**config.mk**
```make
export PLATFORM = sky130hd
export DESIGN_NAME = uart_rx_cfg
export DESIGN_NICKNAME = d
export VERILOG_FILES = /design/src/rtl/uart_pkg.sv /design/src/rtl/uart_rx_sampler.sv /design/src/rtl/uart_rx_cfg.sv
export SDC_FILE = /design/constraint.sdc
export NUM_CORES = 1
export LEC_CHECK = 0
export ABC_AREA = 1
export BUFFER_PORTS_ARGS = -buffer_cell sky130_fd_sc_hd__buf_2
export CAP_MARGIN = 20
export CORE_AREA = 2 2 76 78
export CTS_CLUSTER_SIZE = 28
export DETAILED_ROUTE_END_ITERATION = 12
export DIE_AREA = 0 0 78 80
export HOLD_SLACK_MARGIN = 0.15
export SYNTH_ARGS = -nofsm -noshare
export SYNTH_HDL_FRONTEND = slang
export SYNTH_SLANG_ARGS = --single-unit
export TNS_END_PERCENT = 20
```
**constraint.sdc**
```tcl
create_clock -name clk -period 2.1 [get_ports clk]
set_input_delay 0.315 -clock clk [delete_from_list [all_inputs] [get_ports clk]]
set_output_delay 0.315 -clock clk [all_outputs]
set_load 0.005 [all_outputs]
```
**src/rtl/uart_pkg.sv**
```systemverilog
// Shared types and constants for the configurable UART receiver.
package uart_pkg;

    typedef enum logic [2:0] {
        IDLE,
        START,
        DATA,
        PARITY,
        STOP,
        WAIT_IDLE
    } rx_state_t;

    localparam logic [1:0] PAR_NONE = 2'b00;
    localparam logic [1:0] PAR_EVEN = 2'b01;
    localparam logic [1:0] PAR_ODD  = 2'b10;

    localparam int MIN_OVERSAMPLE = 8;

endpackage

```
**src/rtl/uart_rx_sampler.sv**
```systemverilog
// Two-flop rxd synchroniser; with UART_RX_MAJORITY_EN defined, rx_bit is a 3-tick majority vote
// ending at the current clk_en tick, otherwise rx_bit is the synchronised line itself.
module uart_rx_sampler (
    input  logic clk,
    input  logic reset,
    input  logic clk_en,
    input  logic rxd,
    output logic rxd_s,
    output logic rx_bit
);

    logic sync1;

    // Idle-high reset so a reset never looks like a start edge.
    always_ff @(posedge clk) begin
        if (reset) begin
            sync1 <= 1'b1;
            rxd_s <= 1'b1;
        end else begin
            sync1 <= rxd;
            rxd_s <= sync1;
        end
    end

`ifdef UART_RX_MAJORITY_EN
    logic [1:0] hist;

    always_ff @(posedge clk) begin
        if (reset) begin
            hist <= 2'b11;
        end else if (clk_en) begin
            hist <= {hist[0], rxd_s};
        end
    end

    assign rx_bit = (hist[1] & hist[0]) | (hist[1] & rxd_s) | (hist[0] & rxd_s);
`else
    logic unused_clk_en;
    assign unused_clk_en = clk_en;
    assign rx_bit        = rxd_s;
`endif

endmodule

```
**src/rtl/uart_rx_cfg.sv**
```systemverilog
// Runtime-configurable UART receiver (parity, 1/2 stop, break) feeding an AXI-Stream sink.
// Optional majority-vote sampling is enabled with the UART_RX_MAJORITY_EN macro.
module uart_rx_cfg
    import uart_pkg::*;
#(
    parameter int DATA_WIDTH = 8,
    parameter int OVERSAMPLE = 16
) (
    input  logic                  clk,
    input  logic                  reset,
    input  logic                  clk_en,
    input  logic                  rxd,
    input  logic [1:0]            cfg_parity,
    input  logic                  cfg_stop2,
    output logic [DATA_WIDTH-1:0] m_axis_tdata,
    output logic                  m_axis_tvalid,
    input  logic                  m_axis_tready,
    output logic                  overrun_error,
    output logic                  frame_error,
    output logic                  parity_error,
    output logic                  break_detect
);

    localparam int OS = (OVERSAMPLE < MIN_OVERSAMPLE) ? MIN_OVERSAMPLE : OVERSAMPLE;
    localparam int TW = $clog2(OS);
    localparam int BW = $clog2(DATA_WIDTH + 1);
    localparam logic [TW-1:0] TICK_HALF = TW'(OS / 2 - 1);
    localparam logic [TW-1:0] TICK_FULL = TW'(OS - 1);
    localparam logic [BW-1:0] BIT_LAST  = BW'(DATA_WIDTH - 1);

    rx_state_t             state, state_nxt;
    logic [TW-1:0]         tick_cnt;
    logic [BW-1:0]         bit_cnt;
    logic [DATA_WIDTH-1:0] shift_buf;
    logic [1:0]            par_cfg;
    logic                  stop2_cfg;
    logic                  parity_ok, zero_acc, stop_idx, stop_bad, brk_first;
    logic                  rxd_s, rx_bit;
    logic                  sample, last_stop, stop_fail, brk_now, par_on;

    uart_rx_sampler u_sampler (
        .clk    (clk),
        .reset  (reset),
        .clk_en (clk_en),
        .rxd    (rxd),
        .rxd_s  (rxd_s),
        .rx_bit (rx_bit)
    );

    assign par_on = (par_cfg == PAR_EVEN) || (par_cfg == PAR_ODD);

    always_ff @(posedge clk) begin
        if (reset) state <= IDLE;
        else       state <= state_nxt;
    end

    always_comb begin
        state_nxt = state;
        sample    = clk_en && (tick_cnt == ((state == START) ? TICK_HALF : TICK_FULL));
        last_stop = !stop2_cfg || stop_idx;
        stop_fail = stop_bad || !rx_bit;
        // Break needs the first stop sample low; with two stops that sample was taken earlier.
        brk_now   = stop_idx ? brk_first : (zero_acc && !rx_bit);
        case (state)
            IDLE:      if (!rxd_s) state_nxt = START;
            START:     if (sample) state_nxt = rx_bit ? IDLE : DATA;
            DATA:      if (sample && bit_cnt == BIT_LAST) state_nxt = par_on ? PARITY : STOP;
            PARITY:    if (sample) state_nxt = STOP;
            STOP:      if (sample && last_stop) state_nxt = stop_fail ? WAIT_IDLE : IDLE;
            WAIT_IDLE: if (rxd_s) state_nxt = IDLE;
            default:   state_nxt = IDLE;
        endcase
    end

    always_ff @(posedge clk) begin
        overrun_error <= 1'b0;
        frame_error   <= 1'b0;
        parity_error  <= 1'b0;
        break_detect  <= 1'b0;
        if (reset) begin
            tick_cnt      <= '0;
            bit_cnt       <= '0;
            shift_buf     <= '0;
            par_cfg       <= PAR_NONE;
            stop2_cfg     <= 1'b0;
            parity_ok     <= 1'b0;
            zero_acc      <= 1'b0;
            stop_idx      <= 1'b0;
            stop_bad      <= 1'b0;
            brk_first     <= 1'b0;
            m_axis_tdata  <= '0;
            m_axis_tvalid <= 1'b0;
        end else begin
            if (m_axis_tvalid && m_axis_tready) m_axis_tvalid <= 1'b0;
            if (state != IDLE && state != WAIT_IDLE && clk_en)
                tick_cnt <= sample ? '0 : tick_cnt + 1'b1;
            case (state)
                IDLE: if (!rxd_s) begin
                    tick_cnt  <= '0;
                    par_cfg   <= cfg_parity;
                    stop2_cfg <= cfg_stop2;
                end
                START: if (sample) begin
                    bit_cnt   <= '0;
                    zero_acc  <= 1'b1;
                    parity_ok <= 1'b1;
                end
                DATA: if (sample) begin
                    shift_buf <= {rx_bit, shift_buf[DATA_WIDTH-1:1]};
                    bit_cnt   <= bit_cnt + 1'b1;
                    zero_acc  <= zero_acc && !rx_bit;
                    stop_idx  <= 1'b0;
                    stop_bad  <= 1'b0;
                end
                PARITY: if (sample) begin
                    parity_ok <= (((^shift_buf) ^ rx_bit) == (par_cfg == PAR_ODD));
                    zero_acc  <= zero_acc && !rx_bit;
                end
                STOP: if (sample) begin
                    if (!last_stop) begin
                        stop_idx  <= 1'b1;
                        stop_bad  <= !rx_bit;
                        brk_first <= zero_acc && !rx_bit;
                    end else if (stop_fail) begin
                        frame_error  <= 1'b1;
                        break_detect <= brk_now;
                    end else if (!parity_ok) begin
                        parity_error <= 1'b1;
                    end else begin
                        m_axis_tdata  <= shift_buf;
                        m_axis_tvalid <= 1'b1;
                        overrun_error <= m_axis_tvalid && !m_axis_tready;
                    end
                end
                default: ;
            endcase
        end
    end

endmodule
```
; Word-level counts from Yosys, hierarchy flattened
; Index checks and enable logic that the tools add are counted.
[op_classes]
reduce_logical = 35
n_eq_ne = 21
bitwise = 7
mux = 39
add_sub_neg = 2
[ops]
columns = op, n
row1 = two-way mux 4 bit, 7
row2 = two-way mux 3 bit, 8
row3 = one-hot mux 3 bit (6 select lines), 1
row4 = two-way mux 1 bit, 17
row5 = "!= test 2 bit, second input constant", 8
row6 = AND reduction 3 bit, 4
row7 = OR reduction 5 bit, 2
row8 = "adder 4 x 1 -> 4 bit, second input constant", 2
row9 = logical AND 1 bit, 8
row10 = one-hot mux 1 bit (2 select lines), 4
row11 = one-hot mux 4 bit (2 select lines), 1
row12 = nonzero test 2 bit, 4
row13 = parity 8 bit, 1
row14 = "equality test 3 x 2 -> 1 bit, second input constant", 2
row15 = "equality test 3 bit, second input constant", 2
row16 = NOT 1 bit, 6
row17 = AND reduction 6 bit, 1
row18 = OR reduction 6 bit, 1
row19 = AND reduction 5 bit, 1
row20 = "equality test 4 x 3 -> 1 bit, second input constant", 1
row21 = equality test 4 bit, 1
row22 = "!= test 2 x 1 -> 1 bit, second input constant", 2
row23 = AND reduction 2 bit, 2
row24 = AND reduction 4 bit, 1
row25 = 13 further kinds, 17
[word_totals]
output_inout_bits = 13
register_bits = 42
wordCells = 123

; Longest topological paths before layout
[depth]
word_depth = 8
depth_mapped = 11
ltp_nobuf = 11

; By module
; Synthesis repeated with hierarchy kept, for this count alone.
[hier_totals]
cells_unflattened = 282
hier_area_um2 = 1978.1
[modules_own_cells]
columns = module, cells_per_inst, seq_area_each_um2, area_each_um2, instances
row1 = uart_rx_cfg, 274, 800.8, 1911.8, 1
row2 = uart_rx_sampler, 8, 40.0, 66.3, 1

; Worst setup path before layout
; OpenSTA, ideal clock, no wires.
[synth_path]
kind = register to register
from = register tick_cnt[0]
to = register m_axis_tdata[2]
arrival_time_ps = 1349
path_slack_ps = 636
period_less_slack_ps = 1464
setup_ps = 115
stages_incl_launch_ff = 10
required_time_ps = 1985
cell_sequence = dfxtp_1 ha_1 nand2_1 nor2_1 nand3_2 inv_2 nand2_4 buf_6 o21ai_2 a21oi_2
[synth_via]
elab_chain_cells = 3
[synth_rtl]
columns = element, line
row1 = "start, declared", uart_rx_cfg.sv:32  ; logic [TW-1:0] tick_cnt;
row2 = "start signal, assigned", uart_rx_cfg.sv:96  ; tick_cnt <= sample ? '0 : tick_cnt + 1'b1;
row3 = equality test 4 bit, uart_rx_cfg.sv:59  ; sample = clk_en && (tick_cnt == ((state == START) ? TICK_HALF : TICK_FULL));
row4 = logical AND 1 bit, uart_rx_cfg.sv:59
row5 = AND reduction 5 bit (no line), -
row6 = "end signal, assigned", uart_rx_cfg.sv:130  ; m_axis_tdata <= shift_buf;
row7 = "end, declared", uart_rx_cfg.sv:15  ; output logic [DATA_WIDTH-1:0] m_axis_tdata,
; Every way passes these cells.
; A chain may end at the register's enable or synchronous reset.

; Worst setup path after layout
[layout_path]
from = register tick_cnt[0]
to = register shift_buf[3]
[layout_via]
elab_chain_cells = 3
[layout_rtl]
columns = element, line
row1 = equality test 4 bit, uart_rx_cfg.sv:59
row2 = logical AND 1 bit, uart_rx_cfg.sv:59
row3 = AND reduction 2 bit (no line), -
row4 = "end signal, assigned", uart_rx_cfg.sv:109  ; shift_buf <= {rx_bit, shift_buf[DATA_WIDTH-1:1]};
row5 = "end, declared", uart_rx_cfg.sv:34  ; logic [DATA_WIDTH-1:0] shift_buf;
; Every way passes these cells.

==> summary.md <==
| Metric | Value |
|---|---|
| Mapped Cells | `266` |
| Clock network power share | `32.0%` |
| CTS tree | `yes` |
| Number of synthesized flops with an enable pin | `0` |
| Synth Area per Inst | `7.46 um2` |
| P_sw | `0.666 mW` |
| Leak pwr | `1.00 nW` |
| R2R depth | `8` |
| Total routed wirelength | `3890 um` |
| Synth top area share | `42.4%` |
| Tot GR Track Use | `13.9%` |
| Reg2reg end | `shift_buf[3]` |
| Hold Path Cell Cnt | `2` |
| Initial Util | `36.7%` |
| Per-cell routed wire length | `10.8 um` |
| Worst clock skew | `0.00230 ns` |
| Sw Ratio | `33.1%` |
| Critical Path RT | `2.29 ns` |
| Placer Congestion | `0.893` |
| Yosys top cell by area | `dfxtp_1` |
| Combinational group share of total power | `24.0%` |
| Most common cell in the synthesized netlist | `nand2_1` |
| Area of the multi-input gates | `937 um2` |
| P per Cell Area | `896 nW/um2` |
| Storage element area | `841 um2` |
| R2R setup slack | `0.40 ns` |
| IO buf count | `20` |
| Vias in the first global route | `1522` |
| Syn Nets | `277` |
| Crit-path cells | `ha_1, nand2_1, nor2_1, nand2_4, nor2_8, inv_2, o21ai_0, a21oi_1` |
| Placeable core area | `5410 um2` |
| Ys async rst share | `0%` |
| Via count | `1661` |
| Final Cycle Share | `81.0%` |
| Num CTS Buffers | `5` |
| Die area | `6240 um2` |
| Slowest stage delay, CP | `0.37 ns` |
| First-pass GRT wire length | `6890 um` |
| Final Hold Fails | `0` |
| Post-CTS Setup Inserts | `0` |
| Worst Path Arrival | `1.89 ns` |
| Die width | `78 um` |
| FF+latch count, synth | `42` |
| Vias per inst | `4.59` |
| Synth Cell Area | `1980 um2` |
| Area Overhead vs Synth | `13.3%` |
| Clk slew on worst S/H paths | `0.08 ns` |
| Fmax | `588 MHz` |
| Crit-path leading delay family | `simple AND/OR/NAND/NOR gates` |
| Design area | `2250 um2` |
| HP Class | `input pin to flip-flop` |
| Synth warnings | `0` |
| Residual DRC | `0` |
| Share of post-route cells with drive strength above 1 | `20.0%` |
| Post-CTS Hold Fix Bufs | `0` |
| Initial DRC count | `90` |
| IO Count | `21` |
| Worst Max-Slew Pin Slew | `0.346 ns` |
| Cells taking the most area after synthesis | `dfxtp_1, nand2_1, inv_1` |
| Nets | `300` |
| Total grt overflow | `0` |
| Initial antenna violation count | `0` |
| Largest net degree at the start of global routing | `20` |
| CP bufs+invs | `1` |
| # setup viols final | `0` |
| Die Ht | `80 um` |
| Sequential share of the synthesized area | `42.4%` |
| Num rows | `27` |
| Worst hold start | `rxd` |
| Slowest CP cell | `dfxtp_1` |
| Clk buf depth | `2` |
| Fin Hold WS | `0.196 ns` |
| Outcome | `finished, final reports clean` |
| Final Critical Period | `1.70 ns` |
| Top cells by count, synth | `nand2_1, dfxtp_1, inv_1` |
| Worst r2r src | `tick_cnt[0]` |
| Setup_tns | `0 ns` |
| Number of diodes | `0` |
| Root Buffer | `clkbuf_8` |
| FILL cells | `590` |
| Max-cap violations | `0` |
| Slew Viols, Final | `0` |
| PostCTS Resize Cnt | `0` |
| H-Tree Depth | `2` |
| CP Launch Type | `flip-flop` |
| Seq pwr share | `44.0%` |
| Detail Placement HPWL | `2910 um` |
| Relative slew slack | `76.9%` |
| RSZ-0062 raised after global routing | `no` |
| Worst setup startpoint | `tick_cnt[0]` |
| P_int | `1.35 mW` |
| Drt first pass iters | `4` |
| Max VDD drop | `0.000337 V` |
| Final ANT Viol Nets | `0` |
| Synth Flop Type | `dfxtp_1` |
| Crit Path Class | `flip-flop to flip-flop` |
| CP max FO | `16` |
| Clk_lat worst skew | `0.29 ns` |
| CP Capture Type | `flip-flop` |
| CTS Sinks | `42` |
| Area after DPL | `2140 um2` |
| Hold Crit Endpoint | `u_sampler.sync1` |
| Distinct cells, synth | `31` |
-- worst register-to-register path: stages, from the launching register on --
cell and delay [ns]:
dfxtp_1 0.37, ha_1 0.18, nand2_1 0.07, nor2_1 0.28, nand2_4 0.13, nor2_8 0.24
inv_2 0.11, o21ai_0 0.16, a21oi_1 0.05
-- metrics by stage --
stage / setup WS (ns) / utilization (%) / instances / total power, mW
6_report: 0.399 / 41.6 / 362 / 2.01
5_1_grt: 0.185 / 41.6 / 362 / 2.15
4_1_cts: 0.387 / 41.6 / 362 / 2.04
3_5_place_dp: 0.397 / 39.5 / 354 / 1.39
3_3_place_gp: 0.470 / 39.5 / 354 / 1.38
2_1_floorplan: 0.636 / - / 266 / 1.29
-- kinds of logic after synthesis --
kind of cell,Yosys count,share of synthesized area [%]
simple gates,111,27.1
compound gates,57,16.1
buf+inv,48,10.3
flops,42,42.4
xor+xnor,5,2.21
fa+ha+maj,3,1.89
-- power groups by stage --
stage / Sequential, mW / Combinational, mW / Clock (mW)
final: 0.887 / 0.483 / 0.644
after global routing: 0.892 / 0.559 / 0.697
after CTS: 0.886 / 0.485 / 0.665
after detailed placement: 0.905 / 0.480 / 0
after global placement: 0.903 / 0.476 / 0
after floorplan: 0.895 / 0.395 / 0
-- routing by layer --
metal | track usage, % | routed length, um | up-vias
met5 | 0 | 0 | -
met4 | 5.61 | 61 | 0
met1 | 17.7 | 1920 | 736
met3 | 3.62 | 150 | 6
li1 | - | - | 895
met2 | 22.4 | 1760 | 24
-- worst max path at each step --
stage	to	slack, ns	cells after the start
6_report	shift_buf[3]	0.40	8
5_1_grt	shift_buf[3]	0.18	8
4_1_cts	shift_buf[3]	0.39	8
3_5_place_dp	shift_buf[3]	0.40	8
3_3_place_gp	shift_buf[3]	0.47	8
2_1_floorplan	m_axis_tdata[2]	0.64	9
-- cell type report --
cell class | instances | share of cell area [%]
Inverter | 43 | 7.18
Clock inverter | 2 | 1.67
Timing Repair Buffer | 21 | 4.79
Sequential cell | 42 | 37.4
Multi-Input combinational cell | 176 | 41.7
Clock buffer | 6 | 3.23
Tap cell | 72 | 4.01
-- layout by cell type (no fill, tap or decap) --
cell        synthesis  layout
clkbuf_8            0       5
nor2_1             26      26
or2_2               3       3
ha_1                3       3
nor2_4              1       1
o21ai_1             1       1
nand3_1            10      10
buf_2               1      20
clkinvlp_4          0       1
o21ai_0            22      22
nor4_1              3       3
nand2_4             2       2
a21oi_1            24      24
nor2_8              1       1
bufinv_16           0       1
o21ai_2             2       2
clkbuf_1            2       1
nand4_1             4       4
nand2_1            48      48
dfxtp_1            42      42
xnor2_1             2       2
inv_1              36      36
nand2_2             4       4
xor2_1              3       3
nand3b_1            2       2
a21oi_2             5       5
o21bai_1            2       2
nand3_2             3       3
nor2_2              2       2
o211ai_1            1       1
buf_4               0       1
nor3_1              2       2
inv_2               7       7
-- state kept, by name, indices dropped and copies added (netlist names), 2 cells and up --
signal        cells
tick_cnt          4
bit_cnt           4
shift_buf         8
m_axis_tdata      8
par_cfg           2
state             3
Note: power is estimated with default switching activity, not from simulation.
